==> config.mk <==
export PLATFORM = sky130hd
export DESIGN_NAME = seven_seg_mux
export DESIGN_NICKNAME = d
export VERILOG_FILES = /design/src/rtl/seven_seg_mux.sv
export SDC_FILE = /design/constraint.sdc
export NUM_CORES = 1
export LEC_CHECK = 0
export BUFFER_PORTS_ARGS = -buffer_cell sky130_fd_sc_hd__buf_4
export CAP_MARGIN = 20
export CORE_ASPECT_RATIO = 1.1
export CORE_UTILIZATION = 63
export DETAILED_ROUTE_END_ITERATION = 16
export PLACE_DENSITY_LB_ADDON = 0.15
export SLEW_MARGIN = 20
export SYNTH_ARGS = -nofsm -noshare
export SYNTH_HDL_FRONTEND = slang
export SYNTH_SLANG_ARGS = --single-unit
==> constraint.sdc <==
create_clock -name i_clk -period 14.57 [get_ports i_clk]
set_input_delay 0.7285 -clock i_clk [delete_from_list [all_inputs] [get_ports i_clk]]
set_output_delay 0.7285 -clock i_clk [all_outputs]
set_load 0.03 [all_outputs]
==> src/rtl/seven_seg_mux.sv <==
// Multiplexed hex 7-segment driver: one digit per slot, input snapshot per frame,
// PWM on-time per slot, leading-zero blanking and configurable pin polarity.
module seven_seg_mux #(
    parameter int DIGITS           = 8,
    parameter int CLK_DIV          = 100000,
    parameter int ANODE_ACTIVE_LOW = 1,
    parameter int SEG_ACTIVE_LOW   = 1
) (
    input  logic                  i_clk,
    input  logic                  i_resetn,
    input  logic [4*DIGITS-1:0]   i_value,
    input  logic [DIGITS-1:0]     i_dp,
    input  logic                  i_blank_lz,
    input  logic [3:0]            i_brightness,
    output logic [7:0]            o_cathode,
    output logic [DIGITS-1:0]     o_anode
);

    localparam int CNT_W = $clog2(CLK_DIV);
    localparam int IDX_W = (DIGITS > 1) ? $clog2(DIGITS) : 1;
    localparam int STEP  = CLK_DIV / 16;
    localparam logic [DIGITS-1:0] AN_OFF  = (ANODE_ACTIVE_LOW != 0) ? '1 : '0;
    localparam logic [7:0]        SEG_OFF = (SEG_ACTIVE_LOW != 0) ? 8'hFF : 8'h00;

    logic [CNT_W-1:0]    cnt;
    logic [IDX_W-1:0]    idx;
    logic [4*DIGITS-1:0] snap_value;
    logic [DIGITS-1:0]   snap_dp;
    logic                snap_blz;
    logic [3:0]          snap_bright;

    logic                slot_end;
    logic                frame_end;
    logic [DIGITS-1:0]   lz_blank;
    logic [3:0]          cur_nib;
    logic                cur_dp;
    logic                cur_blank;
    logic                on_time;
    logic                show;
    logic [DIGITS-1:0]   an_nxt;
    logic [7:0]          cath_nxt;

    function automatic logic [6:0] seg_dec(input logic [3:0] n);
        case (n)
            4'h0:    return 7'h3F;
            4'h1:    return 7'h06;
            4'h2:    return 7'h5B;
            4'h3:    return 7'h4F;
            4'h4:    return 7'h66;
            4'h5:    return 7'h6D;
            4'h6:    return 7'h7D;
            4'h7:    return 7'h07;
            4'h8:    return 7'h7F;
            4'h9:    return 7'h6F;
            4'hA:    return 7'h77;
            4'hB:    return 7'h7C;
            4'hC:    return 7'h39;
            4'hD:    return 7'h5E;
            4'hE:    return 7'h79;
            default: return 7'h71;
        endcase
    endfunction

    assign slot_end  = (cnt == CNT_W'(CLK_DIV - 1));
    assign frame_end = slot_end && (idx == IDX_W'(DIGITS - 1));

    // A digit is blanked while every nibble from the top down to it is zero; digit 0 always shows.
    always_comb begin
        logic zero_run;
        zero_run = snap_blz;
        lz_blank = '0;
        for (int k = DIGITS - 1; k >= 1; k--) begin
            zero_run    = zero_run && (snap_value[4*k +: 4] == 4'h0);
            lz_blank[k] = zero_run;
        end
    end

    always_comb begin
        cur_nib   = snap_value[{idx, 2'b00} +: 4];
        cur_dp    = snap_dp[idx];
        cur_blank = lz_blank[idx];
        on_time   = (32'(cnt) < (32'(snap_bright) + 32'd1) * 32'(STEP));
        show      = on_time && !(cur_blank && !cur_dp);
        an_nxt    = show ? (DIGITS'(1) << idx) : '0;
        cath_nxt  = show ? {cur_dp, (cur_blank ? 7'h00 : seg_dec(cur_nib))} : 8'h00;
    end

    always_ff @(posedge i_clk or negedge i_resetn) begin
        if (!i_resetn) begin
            cnt         <= '0;
            idx         <= '0;
            snap_value  <= '0;
            snap_dp     <= '0;
            snap_blz    <= 1'b0;
            snap_bright <= 4'h0;
            o_anode     <= AN_OFF;
            o_cathode   <= SEG_OFF;
        end else begin
            if (slot_end) begin
                cnt <= '0;
                idx <= (idx == IDX_W'(DIGITS - 1)) ? '0 : idx + IDX_W'(1);
            end else begin
                cnt <= cnt + CNT_W'(1);
            end
            if (frame_end) begin
                snap_value  <= i_value;
                snap_dp     <= i_dp;
                snap_blz    <= i_blank_lz;
                snap_bright <= i_brightness;
            end
            o_anode   <= an_nxt ^ AN_OFF;
            o_cathode <= cath_nxt ^ SEG_OFF;
        end
    end

endmodule

======== Word level (Yosys, flattened, before mapping) ========
Memories as Yosys holds them, arrays and structs flattened.
Cells that the tools add are included.
operators by class
  multiplexer cells ....................... 9
  magnitude comparators ................... 2
  add/sub/neg operators ................... 3
  bitwise gates (word level) .............. 2
  multiply operators ...................... 1
  reduce and logical (&&, ||, !) cells .... 19
  equal/unequal tests ..................... 2
  shift-type cells ........................ 2
operator list
  cell                                                                           count
  32-bit by 6-bit indexed part select with 4-bit output                          1
  4-bit zero test                                                                7
  17-bit by 18-bit less-than comparator with 1-bit output                        1
  17-bit by 1-bit adder with 17-bit output (second input constant)               1
  17-bit equality test (second input constant)                                   1
  5-bit by 12-bit multiplier with 17-bit output (second input constant)          1
  17-bit two-way mux                                                             1
  8-bit two-way mux                                                              2
  8-bit NOT                                                                      2
  1-bit logical AND                                                              10
  1-bit by 3-bit << shifter with 8-bit output (first input constant)             1
  7-bit two-way mux                                                              1
  1-bit binary-select mux with 3-bit select                                      2
  4-bit by 1-bit adder with 5-bit output (second input constant)                 1
  3-bit by 4-bit less-than comparator with 1-bit output (second input constant)  1
  3-bit by 1-bit adder with 3-bit output (second input constant)                 1
  3-bit equality test (second input constant)                                    1
  3-bit two-way mux                                                              1
  1-bit zero test                                                                2
  1-bit two-way mux                                                              2
word-level totals
  output and inout port bits .............. 16
  input bits .............................. 47
  logic and storage cells ................. 49
  memories kept ........................... 1
  ROM bits ................................ 112
  flip-flop bits (word level) ............. 81
memories
  memory           depth  width  rd ports  clocked after Yosys merged registers in  wr ports  RTL line  source
  (no name shown)  16     7      1         0                                        0         44        case (n)

======== Longest topological paths before layout ========
Gate-level depths: netlist of run 1.
  word-level depth ........................ 15
  gate-level depth with buffers ........... 21
  gate-level depth less buffers ........... 20

======== Worst setup path after synthesis of run 1 ========
OpenSTA, ideal clock, no wires.
  path kind ............................... register -> register
  from .................................... register snap_bright[0]
  to ...................................... register o_anode[0]
  arrival ................................. 4.671 ns
  clock period less this slack ............ 4.734 ns
  buffers on the path ..................... 1
  setup slack ............................. 9.836 ns
  cell stages (with the launch flop) ...... 21
  path through ............................ dfrtp_1 -> ha_1 -> and3_1 -> ha_1 -> xor2_1 -> ha_1 -> a21o_1 -> ha_1 -> ha_1 -> or3_1 -> o221ai_1 -> o21ai_1 -> o21a_1 -> or2_2 -> ha_1 -> nand3_1 -> a2111oi_0 -> a21o_1 -> nand3_1 -> buf_2 -> nand3_1
on the way
  word-level cells in the longest chain between the ends .. 6
ends and longest elaborated chain
  item                                                     RTL line  source
  start, declared                                          30        logic [3:0] snap_bright;
  start signal, assigned                                   109       snap_bright <= i_brightness;
  4-bit by 1-bit adder with 5-bit output                   82        on_time = (32'(cnt) < (32'(snap_bright) + 32'd1) * 32'(STEP));
  5-bit by 12-bit multiplier with 17-bit output            82
  17-bit by 18-bit less-than comparator with 1-bit output  82
  1-bit logical AND                                        83        show = on_time && !(cur_blank && !cur_dp);
  8-bit two-way mux                                        84        an_nxt = show ? (DIGITS'(1) << idx) : '0;
  8-bit NOT (no line)                                      -
  end signal, assigned                                     111       o_anode <= an_nxt ^ AN_OFF;
  end, declared                                            16        output logic [DIGITS-1:0] o_anode
No other way between the ends.
A chain may end at the register's enable or synchronous reset.

======== Worst setup path after layout of run 1 ========
  from .................................... register snap_bright[0]
  to ...................................... register o_anode[1]
The elaborated chain is that of the path after synthesis.

==> flow_summary.toml, run 1 <==
[run_status]
status = "complete, no violations"

[sta]
finalHoldViolCount = 0
setup-tns-final_ns = 0
setup_violations = 0
max-slew-margin-rel_pct = 28.56
worst_pin_slew_ns = 1.068
fin_crit_sh_pct = 38.32
whs_ns = 0.3157
rsz0062_at_grt = "no"
min_period_ns = 5.584
slew_viol_final = 0
max_freq_ghz = 0.1791
fin_worst_skew_ns = 0.01226

[cells_and_area]
finalNonFillerCells = 609
antenna_cells = 0
stdcell_area_sq_um = 5769
final_nets = 607
drive_above_1_share_pct = 30.75
syn2layout_area_growth_pct = 15.13

[setup_path]
start_kind = "flop"
cp_max_fo = 16
crit_arrival_ns = 5.85
crit_type = "reg -> reg"
end_kind = "flop"
required_ns = 14.84
rrSetupSlack_ns = 8.99
r2r_cells = 19

[clocking]
cts_setup_buffers = 0
clk_pin_slew_ns = 0.08
cts.sink_count = 81
cts_hold_buffers = 0
cts_resized = 0
cts_tree = "done"
clockBufferDepth = 2
h-tree-depth = 3
insertion_delay_ns = 0.35
numCtsBuffers = 9
clock-root-buffer = "clkbuf_8"

[die]
ios = 63
start_util_pct = 65.96
row_count = 33
dieArea_sq_um = 8315
core_area_sq_um = 7597
die_x_um = 87.04
die_y_um = 95.54

[synthesis]
synth_most_common_cell = "dfrtp_1"
synth_cell_types = 56
netlist_instances = 436
synth_fp_nets = 544
yosysSeqAreaShare_pct = 40.85
ys_seq_elements = 81
yosysTopAreaCell = "dfrtp_1"
netlist.area_leader.share_pct = 32.46
synth.area.top_cells = "dfrtp_1 32%, ha_1 15%, mux2_2 10%, dfstp_2 8.4%, mux4_2 3.6%"
syn_avg_cell_area_sq_um = 11.49
ys_warn_count = 0
synth_edf_count = 0
synth_area_sq_um = 5011
synthTopCellsByCount = "65 x dfrtp_1, 60 x ha_1, 45 x mux2_2"
synth_ff_type = "dfrtp_1"
synthArstFlopShare_pct = 100.0

[global_routing]
grt_overflow = 0
grt_usage_pct = 25.96
grt_pass1_wl_um = 16590
grt_start_max_net_pins = 82
use_met3_pct = 4.242
first_global_vias = 3564
gr-usage-met2_pct = 43.04
gr-max-usage-layer = "met2"
antenna_found_initial = 0
grtUsageMet1_pct = 35.11

[place]
hpwl_um = 7453
place.port_buffers = 62
gp_congestion = 0.9128
placedCellCount = 592
dpl_cell_area_sq_um = 5539

[job]
max-cap-violations = 0

[power_and_ir_drop]
p_switching_mw = 0.1555
vdd_drop_max_mv = 0.06495
seqPwrFrac_pct = 45.2
p_leak_nw = 2.716
p_int_mw = 0.3750
swShare_pct = 29.31
clkPwrFrac_pct = 32.2
power_density_nw_per_um2 = 91.96
power_frac_comb_pct = 22.5

[detailed_routing]
viasPerCell = 5.839
via_count = 3556
drc_errors = 0
firstDrtPassIters = 4
drtAntennaViolNets = 0
dr.first_iter.drc_count = 168
wire_per_inst_um = 16.42
wl_um = 9998

[hold_path]
hp-class = "in -> async"
## critical path, cell delays in order, from the launching register on
cell	delay (ns)
dfrtp_1	0.53
ha_1	0.24
xor2_1	0.38
ha_1	0.29
xor2_1	0.09
ha_1	0.21
a21o_1	0.16
ha_1	0.27
ha_1	0.22
or3_1	0.39
o221ai_1	0.28
o21ai_1	0.19
o21a_1	0.22
or2_2	0.29
ha_1	0.29
nand3_1	0.09
a2111oi_0	0.47
a21o_1	0.21
nand3_1	0.42
nand3_1	0.27
## cell families (layout without fill, tap and decap cells)
kind of cell | after synthesis | after routing | synth area share (%)
AND/OR/NAND/NOR | 105 | 105 | 10.66
flip-flops | 81 | 81 | 40.85
AO/OA/AOI/OAI | 63 | 63 | 8.165
multiplexers | 62 | 62 | 16.50
adder cells (fa/ha/maj) | 61 | 61 | 15.38
buffers and inverters | 33 | 101 | 3.021
XOR/XNOR | 31 | 31 | 5.418
## final cells by class
cell class                 count  area [sq um]
clock inverter                 5         61.31
sequential                    81          2047
multi-input combinational    322          2813
clock buffer                  11         141.4
fill                         514          1828
inverter                      22         82.58
timing repair buffer          63         493.0
tap                          105         131.4
## routing by layer
layer	part of all wire, %	up-vias
met3	5.1	12
met1	45	1738
li1	-	1716
met5	0	-
met2	48	90
met4	1.5	0
## cells in the final DEF, fill, tap and decap left out, types with 4 or more instances in the layout
master / netlist / final
a21o_1: 7 / 7
a21oi_1: 20 / 20
and3_1: 4 / 4
buf_4: 1 / 62
clkbuf_8: 0 / 10
dfrtp_1: 65 / 65
dfstp_2: 16 / 16
ha_1: 60 / 60
inv_1: 21 / 21
mux2_2: 45 / 45
mux2i_1: 5 / 5
mux4_2: 8 / 8
nand2_1: 23 / 23
nand3_1: 24 / 24
nor2_1: 20 / 20
nor3_1: 5 / 5
nor4_1: 7 / 7
o2111ai_1: 4 / 4
o211ai_1: 4 / 4
o21ai_0: 10 / 10
xnor2_1: 17 / 17
xor2_1: 14 / 14
## state kept, by name (all words and copies together) (netlist names)
signal / flops
cnt: 17
idx: 3
o_anode: 8
o_cathode: 8
snap_blz: 1
snap_bright: 4
snap_dp: 8
snap_value: 32
## power groups by stage
| stage | Combinational [mW] | Sequential (mW) | Clock [mW] |
|---|---|---|---|
| 6_report | 0.120 | 0.240 | 0.171 |
| 5_1_grt | 0.135 | 0.241 | 0.181 |
| 4_1_cts | 0.119 | 0.240 | 0.174 |
| 3_5_place_dp | 0.117 | 0.244 | 0 |
| 3_3_place_gp | 0.112 | 0.244 | 0 |
| 2_1_floorplan | 0.0764 | 0.246 | 0 |
## through the flow
| stage | total power [mW] | worst slack (ns) | util (%) |
|---|---|---|---|
| floorplan | 0.3225 | 9.836 | - |
| global placement | 0.3556 | 9.346 | 72.91 |
| detailed placement | 0.3615 | 9.067 | 72.91 |
| CTS | 0.5327 | 9.008 | 75.58 |
| global route | 0.5574 | 8.497 | 75.94 |
| finish | 0.5306 | 8.986 | 75.94 |
## final timing paths
kind / startpoint / endpoint
worst max-delay path: snap_bright[0] / o_anode[1]
worst min-delay path: i_resetn / snap_bright[2]
worst min register to register: cnt[4] / cnt[4]
min in group i_clk: cnt[4] / cnt[4]
worst max register to register: snap_bright[0] / o_anode[1]
max in group asynchronous: i_resetn / o_anode[5]
(Power assumes the default switching activity.)
==> run 2: changes to the inputs <==
--- a/config.mk
+++ b/config.mk
@@ -8,7 +8,7 @@
 export BUFFER_PORTS_ARGS = -buffer_cell sky130_fd_sc_hd__buf_4
 export CAP_MARGIN = 20
 export CORE_ASPECT_RATIO = 1.1
-export CORE_UTILIZATION = 63
+export CORE_UTILIZATION = 59
 export DETAILED_ROUTE_END_ITERATION = 16
 export PLACE_DENSITY_LB_ADDON = 0.15
 export SLEW_MARGIN = 20
==> constraint.sdc (replaced) <==
create_clock -name i_clk -period 5.3 [get_ports i_clk]
set_input_delay 0.265 -clock i_clk [delete_from_list [all_inputs] [get_ports i_clk]]
set_output_delay 0.265 -clock i_clk [all_outputs]
set_load 0.03 [all_outputs]
==> run 2 against run 1 <==
  * Design area about the same
  * Worst hold slack got worse by 0.18 ns
  * Non-clock buffer count up 3
  * Sequential cell count stayed put
  * Maximum frequency rose by 11%
  * Core utilization down 4.6 points
  * First-iteration DRC count decreased by 24%
  * Critical path depth grew 1
  * Cell count up 0.99%
  * Routed wire length down 0.58%
  * Critical endpoint is now o_anode[7]
  * Largest cell class unchanged
==> flow_summary.toml, run 2 (synthesis gave the netlist of run 1 again) <==
[die]
core_area_sq_um = 8083
ios = 63
row_count = 34
die_y_um = 98.66
die_x_um = 89.87
dieArea_sq_um = 8866
start_util_pct = 62.00

[place]
gp_congestion = 0.9051
hpwl_um = 7369
place.port_buffers = 62
dpl_cell_area_sq_um = 5558

[clocking]
clock-root-buffer = "clkbuf_8"
insertion_delay_ns = 0.36
clk_pin_slew_ns = 0.09
cts_tree = "done"
cts.sink_count = 81
clockBufferDepth = 2
numCtsBuffers = 9
h-tree-depth = 3

[cells_and_area]
final_nets = 610
mostFrequentLayoutCell = "dfrtp_1"
syn2layout_area_growth_pct = 15.11
stdcell_area_sq_um = 5768
drive_above_1_share_pct = 30.97
antenna_cells = 0
largest_register_ffs = 32
reg.largest.list = "snap_value: 32 flops, cnt: 17 flops"
top_register = "snap_value"
final_cell_mix = "65 x dfrtp_1, 63 x buf_4, 60 x ha_1, 45 x mux2_2, 24 x nand3_1"

[global_routing]
antenna_found_initial = 0
grt_overflow = 0
grt_start_max_net_pins = 82
first_global_vias = 3594
grt_usage_pct = 24.04
grt_pass1_wl_um = 16770

[power_and_ir_drop]
clkPwrFrac_pct = 28.6
power_density_nw_per_um2 = 239.1
vdd_drop_max_mv = 0.1428
seqPwrFrac_pct = 47.8
p_int_mw = 0.9657
power_frac_comb_pct = 23.6
p_switching_mw = 0.4134
power_mw = 1.379
swShare_pct = 29.98
p_leak_nw = 2.716

[hold_path]
min_to = "snap_value[21]"
min_from = "i_value[21]"
whs_path_depth = 2
hp-class = "in -> reg"

[setup_path]
worst_path_max_delay_cell = "dfrtp_1"
crit_type = "reg -> reg"
cpMostUsedCell = "ha_1"
reg2reg_from = "snap_bright[1]"
crit_arrival_ns = 5.30
slowest_delay_ns = 0.43
crit_buf_inv = 1
start_kind = "flop"
r2r_end = "o_anode[7]"
end_kind = "flop"
r2r_cells = 20
cp_max_fo = 16
rrSetupSlack_ns = 0.27
worst_path_dominant_cell_family = "compound AO/OA/AOI/OAI gates"
crit_path_cell_trace = "ha_1 > and3_1 > ha_1 > xor2_1 > ha_1 > a21o_1 > ha_1 > ha_1 > or3_1 > o221ai_1 > o21ai_1 > o21a_1 > or2_2 > ha_1 > nand3_1 > a2111oi_0 > a21o_1 > nand3_1 > buf_4 > o211ai_1"
required_ns = 5.57

[detailed_routing]
wl_um = 9940
drc_errors = 0
viasPerCell = 5.702
via_count = 3507
firstDrtPassIters = 4
dr.first_iter.drc_count = 127
wire_per_inst_um = 16.16
drtAntennaViolNets = 0

[sta]
finalHoldViolCount = 0
setup-tns-final_ns = 0
fin_worst_skew_ns = 0.01018
slew_viol_final = 0
fin_crit_sh_pct = 94.82
max-slew-margin-rel_pct = 46.35
max_freq_ghz = 0.1990
setup_violations = 0
worst_pin_slew_ns = 0.7823
min_period_ns = 5.026
rsz0062_at_grt = "no"

[job]
max-cap-violations = 0

[run_status]
status = "complete, no violations"
[run 2: worst max path at each step]
| stage | to | start | depth (start not counted) | slack [ns] |
|---|---|---|---|---|
| 4_1_cts | o_anode[7] | snap_bright[1] | 20 | 0.22 |
| 3_3_place_gp | o_anode[7] | snap_bright[1] | 20 | 0.47 |
| 5_1_grt | o_anode[7] | snap_bright[1] | 20 | 0.04 |
| 3_5_place_dp | o_anode[7] | snap_bright[1] | 20 | 0.24 |
| 6_report | o_anode[7] | snap_bright[1] | 20 | 0.27 |
| 2_1_floorplan | o_anode[0] | snap_bright[0] | 20 | 0.57 |
[run 2: repair_timing]
action,CTS,global route
endpoints found under the setup margin,0,7
buffers inserted,0,0
hold buffers,0,1
hold endpoints to repair,0,10
resized for setup,0,1
[run 2: layout make-up]
class                   count  area, sq um
inverters                  22        82.58
fillers                   575         2315
clock buffers              11        131.4
well taps                 108        135.1
clock inverters             5        30.03
repair buffers             66        521.8
flip-flops and latches     81         2047
multi-input cells         322         2820
[run 2: routing by layer]
metal / track usage (%) / vias up / share of wire (%)
met5: 0 / - / 0
met4: 10.05 / 0 / 2.0
met3: 4.321 / 18 / 5.0
met2: 38.40 / 103 / 47
met1: 32.68 / 1680 / 46
li1: - / 1706 / -
[run 2: power groups by stage]
stage	clock network, mW	logic, mW	registers, mW
CTS	0.403	0.324	0.658
detailed placement	0	0.322	0.670
finish	0.395	0.326	0.659
floorplan	0	0.210	0.677
global placement	0	0.307	0.669
global route	0.426	0.362	0.661
[run 2: metrics by stage]
| step | cells | worst slack (ns) | utilization, % | hold slack [ns] |
|---|---|---|---|---|
| after CTS | 613 | 0.2159 | 70.76 | 0.1201 |
| after floorplan | 436 | 0.5657 | - | -0.03059 |
| after detailed placement | 597 | 0.2360 | 68.76 | 0.4881 |
| after global routing | 615 | 0.03701 | 71.36 | 0.1137 |
| after global placement | 597 | 0.4689 | 68.76 | 0.4832 |
| final | 615 | 0.2745 | 71.36 | 0.1322 |
[run 2: worst reg2reg max path, delay by kind of cell (launching register included)]
| kind | cells | cell delay (ns) |
|---|---|---|
| AO/OA/AOI/OAI | 7 | 1.55 |
| XOR/XNOR | 1 | 0.18 |
| adder cells (fa/ha/maj) | 6 | 1.50 |
| buffers and inverters | 1 | 0.19 |
| flip-flops | 1 | 0.43 |
| AND/OR/NAND/NOR | 5 | 1.11 |
==> run 3: changes to the inputs <==
--- a/config.mk
+++ b/config.mk
@@ -8,7 +8,7 @@
 export BUFFER_PORTS_ARGS = -buffer_cell sky130_fd_sc_hd__buf_4
 export CAP_MARGIN = 20
 export CORE_ASPECT_RATIO = 1.1
-export CORE_UTILIZATION = 59
+export CORE_UTILIZATION = 35
 export DETAILED_ROUTE_END_ITERATION = 16
 export PLACE_DENSITY_LB_ADDON = 0.15
 export SLEW_MARGIN = 20
==> run 3 against run 2 <==
  * First-iteration DRC count decreased by 32%
  * Maximum frequency increased by 2.4%
  * Combinational power decreased by 1%
  * The flow now finishes with violations (negative hold slack)
  * Sequential cell count unchanged
  * Global-route usage decreased by 8.2 points
==> flow_summary.toml, run 3 (synthesis gave the netlist of run 1 again) <==
[cells_and_area]
reg.largest.list = "snap_value: 32 flops, cnt: 17 flops"
top_register = "snap_value"
mostFrequentLayoutCell = "dfrtp_1"
final_cell_mix = "64 x dfrtp_1, 62 x buf_4, 60 x ha_1, 45 x mux2_2, 24 x nand3_1"
syn2layout_area_growth_pct = 18.73
fin_util_pct = 42.78
regArea_sq_um = 2048
drive_above_1_share_pct = 31.35
largest_register_ffs = 32
stdcell_area_sq_um = 5949
multi_input_comb_area_sq_um = 2831
antenna_cells = 0
fill_cells = 1351
final_nets = 607

[global_routing]
grt_pass1_wl_um = 18060
grt_usage_pct = 15.79
grt_start_max_net_pins = 82
first_global_vias = 3611
antenna_found_initial = 0
grt_overflow = 0

[die]
core_area_sq_um = 13910
start_util_pct = 36.03
die_y_um = 127.5
die_x_um = 116.1
dieArea_sq_um = 14800
ios = 63
row_count = 45

[detailed_routing]
via_count = 3483
wl_met3_um = 369
wl_um = 10610
drtAntennaViolNets = 0
firstDrtPassIters = 4
routed-wl-met2_um = 5024
wire_per_inst_um = 15.34
drc_errors = 0
viasPerCell = 5.033
dr.max_layer_used = "met4"
dr.first_iter.drc_count = 86
wl_met1_um = 4993

[sta]
rsz0062_at_grt = "no"
worst_pin_slew_ns = 0.7851
max_freq_ghz = 0.2039
setup_violations = 0
slew_viol_final = 0
finalHoldViolCount = 43
setup-tns-final_ns = 0
fin_worst_skew_ns = 0.009292
min_period_ns = 4.906
max-slew-margin-rel_pct = 46.16
whs_ns = -0.04923
fin_crit_sh_pct = 92.56

[place]
dpl_cell_area_sq_um = 5650
hpwl_um = 8117
place.port_buffers = 62
gp_congestion = 0.7501

[clocking]
clock-root-buffer = "clkbuf_16"
cts_hold_buffers = 0
cts_resized = 0
cts_tree = "done"
numCtsBuffers = 9
cts.sink_count = 81
clk_pin_slew_ns = 0.06
cts_setup_buffers = 0
h-tree-depth = 3
insertion_delay_ns = 0.34
clockBufferDepth = 2

[job]
max-cap-violations = 0

[setup_path]
crit_path_cell_trace = "ha_1 > and3_1 > ha_1 > xor2_1 > ha_1 > a21o_1 > ha_1 > ha_1 > or3_1 > o221ai_2 > o21ai_1 > o21a_1 > or2_2 > ha_1 > nand3_1 > a2111oi_0 > a21o_1 > nand3_1 > buf_4 > o2111ai_1"
required_ns = 5.54
crit_type = "reg -> reg"
end_kind = "flop"
worst_path_max_delay_cell = "dfrtp_2"
start_kind = "flop"
cp_max_fo = 16
cpMostUsedCell = "ha_1"
crit_arrival_ns = 5.15
slowest_delay_ns = 0.46

[power_and_ir_drop]
p_int_mw = 1.124
p_leak_nw = 2.748
vdd_drop_max_mv = 0.1484
p_switching_mw = 0.4352
seqPwrFrac_pct = 42.4
power_frac_comb_pct = 20.7
swShare_pct = 27.91
power_density_nw_per_um2 = 262.0
clkPwrFrac_pct = 36.9

[hold_path]
hp-class = "in -> async"

[run_status]
violations = "negative hold slack"
status = "finished, violations left"
==> run 3: metrics by stage <==
stage / setup WS, ns / power [mW] / std cells
6_report: 0.3945 / 1.559 / 692
5_1_grt: 0.03324 / 1.652 / 692
4_1_cts: 0.1800 / 1.579 / 692
3_5_place_dp: 0.2194 / 0.9939 / 676
3_3_place_gp: 0.3656 / 0.9894 / 676
2_1_floorplan: 0.5657 / 0.8866 / 436
==> run 3: worst paths after layout <==
path / startpoint / end / slack (ns) / cells after the start
hold / removal: i_resetn / snap_bright[1] / -0.05 / 1
setup reg to reg: snap_bright[0] / o_anode[4] / 0.39 / 20
hold reg to reg: snap_value[1] / snap_value[1] / 0.50 / 1
min in group i_clk: i_value[7] / snap_value[7] / 0.16 / 2
max in group asynchronous: i_resetn / cnt[10] / 4.82 / 1
setup / recovery: snap_bright[0] / o_anode[4] / 0.39 / 20
==> run 3: power groups by stage <==
stage	Clock [mW]	Sequential [mW]	Combinational [mW]
floorplan	0	0.677	0.210
global placement	0	0.671	0.318
finish	0.576	0.661	0.322
global route	0.617	0.664	0.371
detailed placement	0	0.672	0.322
CTS	0.593	0.661	0.325
==> run 3: area by class of cell <==
| cell class | instances | area share (%) |
|---|---|---|
| multi-input cells | 322 | 47.59 |
| repair buffers | 63 | 8.013 |
| clock buffers | 11 | 4.080 |
| flip-flops and latches | 81 | 34.43 |
| clock inverters | 5 | 0.5468 |
| well taps | 188 | 3.954 |
| inverters | 22 | 1.388 |
==> run 3: worst max-delay path, delay by kind of cell, from the launching register on <==
kind	cells	cell delay [ns]
XOR/XNOR	1	0.17
AO/OA/AOI/OAI	7	1.26
flip-flops	1	0.46
buffers and inverters	1	0.20
AND/OR/NAND/NOR	5	1.09
adder cells (fa/ha/maj)	6	1.63
==> run 3: per-layer routing <==
| metal | up-vias | global-route usage [%] |
|---|---|---|
| li1 | 1710 | - |
| met1 | 1684 | 20.93 |
| met2 | 75 | 24.86 |
| met3 | 14 | 3.226 |
| met4 | 0 | 6.863 |
| met5 | - | 0 |
